File: config.mk
export PLATFORM = sky130hd
export DESIGN_NAME = ps2_rx_axis
export DESIGN_NICKNAME = d
export VERILOG_FILES = /design/src/rtl/ps2_rx_axis.sv
export SDC_FILE = /design/constraint.sdc
export NUM_CORES = 1
export LEC_CHECK = 0
export BUFFER_PORTS_ARGS = -buffer_cell sky130_fd_sc_hd__buf_2
export CAP_MARGIN = 20
export CORE_MARGIN = 4
export CORE_UTILIZATION = 61
export CTS_CLUSTER_DIAMETER = 60
export DETAILED_ROUTE_END_ITERATION = 6
export PLACE_DENSITY = 0.88
export SLEW_MARGIN = 5
export SYNTH_ARGS = -nofsm -noshare
export SYNTH_HDL_FRONTEND = slang
export SYNTH_SLANG_ARGS = --single-unit
File: constraint.sdc
create_clock -name axis_aclk_i -period 3.55 [get_ports axis_aclk_i]
set_input_delay 0.1775 -clock axis_aclk_i [delete_from_list [all_inputs] [get_ports axis_aclk_i]]
set_output_delay 0.1775 -clock axis_aclk_i [all_outputs]
set_load 0.01 [all_outputs]
File: src/rtl/ps2_rx_axis.sv
// ps2_rx_axis: PS/2 device-to-host frame receiver feeding an AXI-Stream master through a byte FIFO
// ports: axis_aclk_i clock, axis_aresetn_i async active-low reset; ps2_clk/ps2_data raw pins;
//        m_axis_tready_i/m_axis_tvalid_o/m_axis_tdata_o AXI-Stream master;
//        frame_err_o parity/stop/timeout pulse; overflow_o pulse when a good byte meets a full FIFO
module ps2_rx_axis #(
  parameter int FIFO_DEPTH = 8,
  parameter int FILTER_LEN = 8,
  parameter int TIMEOUT    = 50000
) (
  input  logic       axis_aclk_i,
  input  logic       axis_aresetn_i,
  input  logic       ps2_clk,
  input  logic       ps2_data,
  input  logic       m_axis_tready_i,
  output logic       m_axis_tvalid_o,
  output logic [7:0] m_axis_tdata_o,
  output logic       frame_err_o,
  output logic       overflow_o
);
  localparam int AW = $clog2(FIFO_DEPTH);
  localparam int FW = $clog2(FILTER_LEN + 1);
  localparam int TW = $clog2(TIMEOUT + 1);
  typedef enum logic [1:0] {IDLE, DATA, PARITY, STOP} state_t;
  state_t state_q, state_d;
  logic [1:0] csync_q, dsync_q;
  logic fclk_q, fall_q, flip, sdat;
  logic [FW-1:0] flt_q;
  logic [2:0] bit_q, bit_d;
  logic [7:0] sh_q, sh_d;
  logic par_q, par_d;
  logic [TW-1:0] to_q, to_d;
  logic err_q, err_d, ovf_q, push, pop, wr_en;
  logic [7:0] mem [FIFO_DEPTH];
  logic [AW-1:0] wr_q, rd_q;
  logic [AW:0] cnt_q;
  assign sdat = dsync_q[1];
  // fclk only moves after FILTER_LEN consecutive disagreeing samples
  assign flip = (csync_q[1] != fclk_q) && (flt_q == FW'(FILTER_LEN - 1));
  always_ff @(posedge axis_aclk_i or negedge axis_aresetn_i)
    if (!axis_aresetn_i) begin
      csync_q <= 2'b11;
      dsync_q <= 2'b11;
      fclk_q  <= 1'b1;
      flt_q   <= '0;
      fall_q  <= 1'b0;
    end else begin
      csync_q <= {csync_q[0], ps2_clk};
      dsync_q <= {dsync_q[0], ps2_data};
      flt_q   <= (csync_q[1] == fclk_q || flip) ? '0 : flt_q + 1'b1;
      fclk_q  <= flip ? csync_q[1] : fclk_q;
      fall_q  <= flip && !csync_q[1];
    end
  always_ff @(posedge axis_aclk_i or negedge axis_aresetn_i)
    if (!axis_aresetn_i) begin
      state_q <= IDLE;
      bit_q   <= '0;
      sh_q    <= '0;
      par_q   <= 1'b0;
      to_q    <= '0;
      err_q   <= 1'b0;
      ovf_q   <= 1'b0;
    end else begin
      state_q <= state_d;
      bit_q   <= bit_d;
      sh_q    <= sh_d;
      par_q   <= par_d;
      to_q    <= to_d;
      err_q   <= err_d;
      ovf_q   <= push && !wr_en;
    end
  always_comb begin
    state_d = state_q;
    bit_d   = bit_q;
    sh_d    = sh_q;
    par_d   = par_q;
    to_d    = (state_q == IDLE || fall_q) ? '0 : to_q + 1'b1;
    err_d   = 1'b0;
    push    = 1'b0;
    if (state_q != IDLE && to_q == TW'(TIMEOUT)) begin
      state_d = IDLE;
      to_d    = '0;
      err_d   = 1'b1;
    end else if (fall_q)
      case (state_q)
        IDLE: begin
          state_d = sdat ? IDLE : DATA;
          bit_d   = '0;
        end
        DATA: begin
          sh_d    = {sdat, sh_q[7:1]};
          bit_d   = bit_q + 1'b1;
          state_d = (bit_q == 3'd7) ? PARITY : DATA;
        end
        PARITY: begin
          par_d   = sdat;
          state_d = STOP;
        end
        STOP: begin
          push    = sdat && (^{sh_q, par_q});
          err_d   = !push;
          state_d = IDLE;
        end
      endcase
  end
  // a full FIFO still accepts a byte when the head leaves in the same cycle
  assign pop             = m_axis_tvalid_o && m_axis_tready_i;
  assign wr_en           = push && (cnt_q != (AW+1)'(FIFO_DEPTH) || pop);
  assign m_axis_tvalid_o = cnt_q != '0;
  assign m_axis_tdata_o  = m_axis_tvalid_o ? mem[rd_q] : 8'h00;
  assign frame_err_o     = err_q;
  assign overflow_o      = ovf_q;
  always_ff @(posedge axis_aclk_i or negedge axis_aresetn_i)
    if (!axis_aresetn_i) begin
      wr_q  <= '0;
      rd_q  <= '0;
      cnt_q <= '0;
    end else begin
      wr_q  <= wr_q + AW'(wr_en);
      rd_q  <= rd_q + AW'(pop);
      cnt_q <= cnt_q + (AW+1)'(wr_en) - (AW+1)'(pop);
    end
  always_ff @(posedge axis_aclk_i)
    if (wr_en) mem[wr_q] <= sh_q;
endmodule

==> impl_results.md <==
- Htree depth: 4
- CTS max path bufs: 2
- Mapped Avg Cell Area: 14.8 sq um
- Syn Nets: 365
- Worst Path Arrival: 3210 ps
- RSZ-0062 raised after global routing: no
- Post-CTS Resized: 0
- Total track usage: 21.1%
- Seq pwr share: 43.8%
- Final WL: 9.22 mm
- Synth Register Bits: 116
- Mux contribution to synthesized area: 12.0%
- Final core occ: 72.7%
- Hold endpoint: rd_q[0]
- Clock tree from TritonCTS: built
- Initial antenna violation count: 0
- Row count: 33
- Drt pass-1 iters: 4
- DR iter-0 viols: 153
- Vias: 2799
- Largest net degree at the start of global routing: 53
- Final ANT Viol Nets: 0
- Switching share of power: 25.0%
- Crit path required time: 3970 ps
- Compound-Gate Fraction of Synth Area: 2.82%
- Worst setup EP type: flop
- Clock share of power: 45.1%
- Register-to-Register Path Depth: 8
- Layout cells sized above 1: 25.1%
- Combinational family with the most area after synthesis: multiplexers
- Final setup viols: 0
- Ys async rst share: 44.8%
- Worst-path fanout max: 11
- Combinational share of power: 11.1%
- Vias per cell: 5.64
- Worst IR Drop VDD: 351 uV
- Syn Inst Count: 344
- Final Hold Viols: 0
- Count of boundary I/O pins: 16
- Final setup skew: 7.50 ps
- Slew Viols, Final: 0
- Slew headroom: 47.2%
- Worst-margin pin slew: 792 ps
- First-pass GRT wire length: 15.5 mm
- FF-to-FF Start: sh_q[4]
- CTS clk-pin slew, worst paths: 60 ps
- R2R Setup Slk: 770 ps
- Leakage: 2.36 nW
- Power Internal: 0.00278 W
- Clk root buf: clkbuf_8
- NetSw: 0.000927 W
- N_diodes: 0
- Hold Crit Start: m_axis_tready_i
- Routed len/inst: 18.6 um
- Synth unique cells: 46
- DP Wirelength: 5.86 mm
- Minimum clock period: 2780 ps
- Maximum achievable frequency: 0.359 GHz
- Die X: 99.4 um
- Nets: 399
- Die height: 99.4 um
- Worst hold stages: 3
- XOR/XNOR Fraction of Synth Area: 4.39%
- Synth Area in Adders: 4.07%
- Max cap viols: 0
- Pwr dens: 623 nW/um^2
- EDFF count, synth: 64
- Vias in the first global route: 3034
- Synth Flop Type: edfxtp_1
- Placed insts: 461
- Clk_lat worst skew: 510 ps
- WHS: 107 ps
- Placeable Area: 8180 sq um
- GP Congestion: 0.763
- Die ar.: 9890 sq um
- Initial Utilization: 62.4%
- Mapped Area: 5100 sq um
- Total CTS buffers: 17
- Reg2reg end: cnt_q[3]
- Post-Synth Simple-Gate Area: 10.8%
- Critical path type: flop to flop
- Period utilization: 78.4%
- PortBufs: 15
- DRC: 0
- Sequential share of the synthesized area: 63.3%
- Synth Warn #: 0
- Setup_tns: 0 ps
- CP startpoint kind: flop
- Sink Count: 116
- Hold Crit Class: primary input to flop
- Area growth from synthesis to layout: 16.6%
- Grt ovf: 0
- Finished Layout Cells: 496
- Status: finished clean
## cells in the final DEF (no fill, tap or decap), types with 4 or more instances in the layout
cell type,count
mux2i_1,10
buf_4,10
nor4_1,9
nor3_1,4
nand3_1,8
dfstp_2,5
edfxtp_1,64
mux2_4,8
clkinv_4,4
inv_1,18
ha_1,15
clkbuf_16,16
dfrtp_1,47
nand3b_1,4
nand2_1,9
a21oi_1,8
buf_2,15
xor2_1,15
mux4_2,16
xnor2_1,8
nand4_1,4
nor2_1,33
## synth_stat cells, drive strengths merged (9+ instances only)
master	n	share of area, %
dfrtp	47	23
edfxtp	64	38
ha	15	3.7
inv	18	1.3
mux2	11	3.0
mux2i	10	2.0
mux4	16	7.1
nand2	9	0.66
nor2	34	2.6
nor4	9	1.1
xor2	15	2.6
## power groups by stage
stage	logic, W	registers, W	clock network (W)
floorplan	0.000387	0.00154	0
global placement	0.000379	0.00164	0
detailed placement	0.000406	0.00165	0
CTS	0.000422	0.00162	0.00170
global route	0.000460	0.00164	0.00178
finish	0.000412	0.00162	0.00167
## sequential cells by signal (all words and copies together) (netlist names)
register	flops
bit_q	3
cnt_q	4
csync_q	2
dsync_q	2
fall_q	1
fclk_q	1
flt_q	4
frame_err_o	1
mem	64
overflow_o	1
par_q	1
rd_q	3
sh_q	8
state_q	2
to_q	16
wr_q	3
## cell families (layout without fill, tap and decap cells)
logic type	after synthesis	count (layout)
compound gates	20	20
xor+xnor	24	24
fa+ha+maj	16	16
buf+inv	31	78
flops	116	116
mux	37	37
simple gates	100	100
## worst max-delay path, stage by stage, from the launching register on
cell,delay [ps]
dfrtp_1,540
xor2_1,200
xnor3_1,470
xor2_1,550
nor3_1,150
ha_1,240
a21o_1,160
a21oi_1,190
xor2_1,180
## metrics by stage
step	cell area (sq um)	power (W)	worst slack, ps
floorplan	5100	0.00193	906
global placement	5320	0.00202	935
detailed placement	5320	0.00206	840
CTS	5940	0.00374	771
global route	5940	0.00387	520
finish	5940	0.00370	767
## area by class of cell
cell class | count | area [sq um]
sequential | 116 | 3230
fill | 508 | 2230
multi-input combinational | 197 | 1740
clock buffer | 17 | 414
clock inverter | 15 | 181
timing repair buffer | 28 | 180
tap | 105 | 131
inverter | 18 | 67.6
## routing by layer
layer,global-route usage (%),part of all wire (%)
met4,8.19,2.1
met3,6.10,3.1
met5,0,0
met1,25.3,41
met2,36.2,54
## repair_timing
| item | in CTS | in global routing |
|---|---|---|
| buffers inserted | 0 | 0 |
| hold buffers | 3 | 0 |
| hold endpoints to repair | 49 | 0 |
## worst max-delay path by stage
stage | start | end | slack, ps | cells past startpoint
after floorplan | sh_q[1] | mem[0][0] | 910 | 4
after global placement | sh_q[4] | cnt_q[1] | 940 | 8
after detailed placement | sh_q[4] | cnt_q[3] | 840 | 8
after CTS | sh_q[4] | cnt_q[3] | 770 | 8
after global routing | sh_q[4] | cnt_q[3] | 520 | 8
final | sh_q[4] | cnt_q[3] | 770 | 8
No activity file was read; power rests on OpenSTA's default activity.
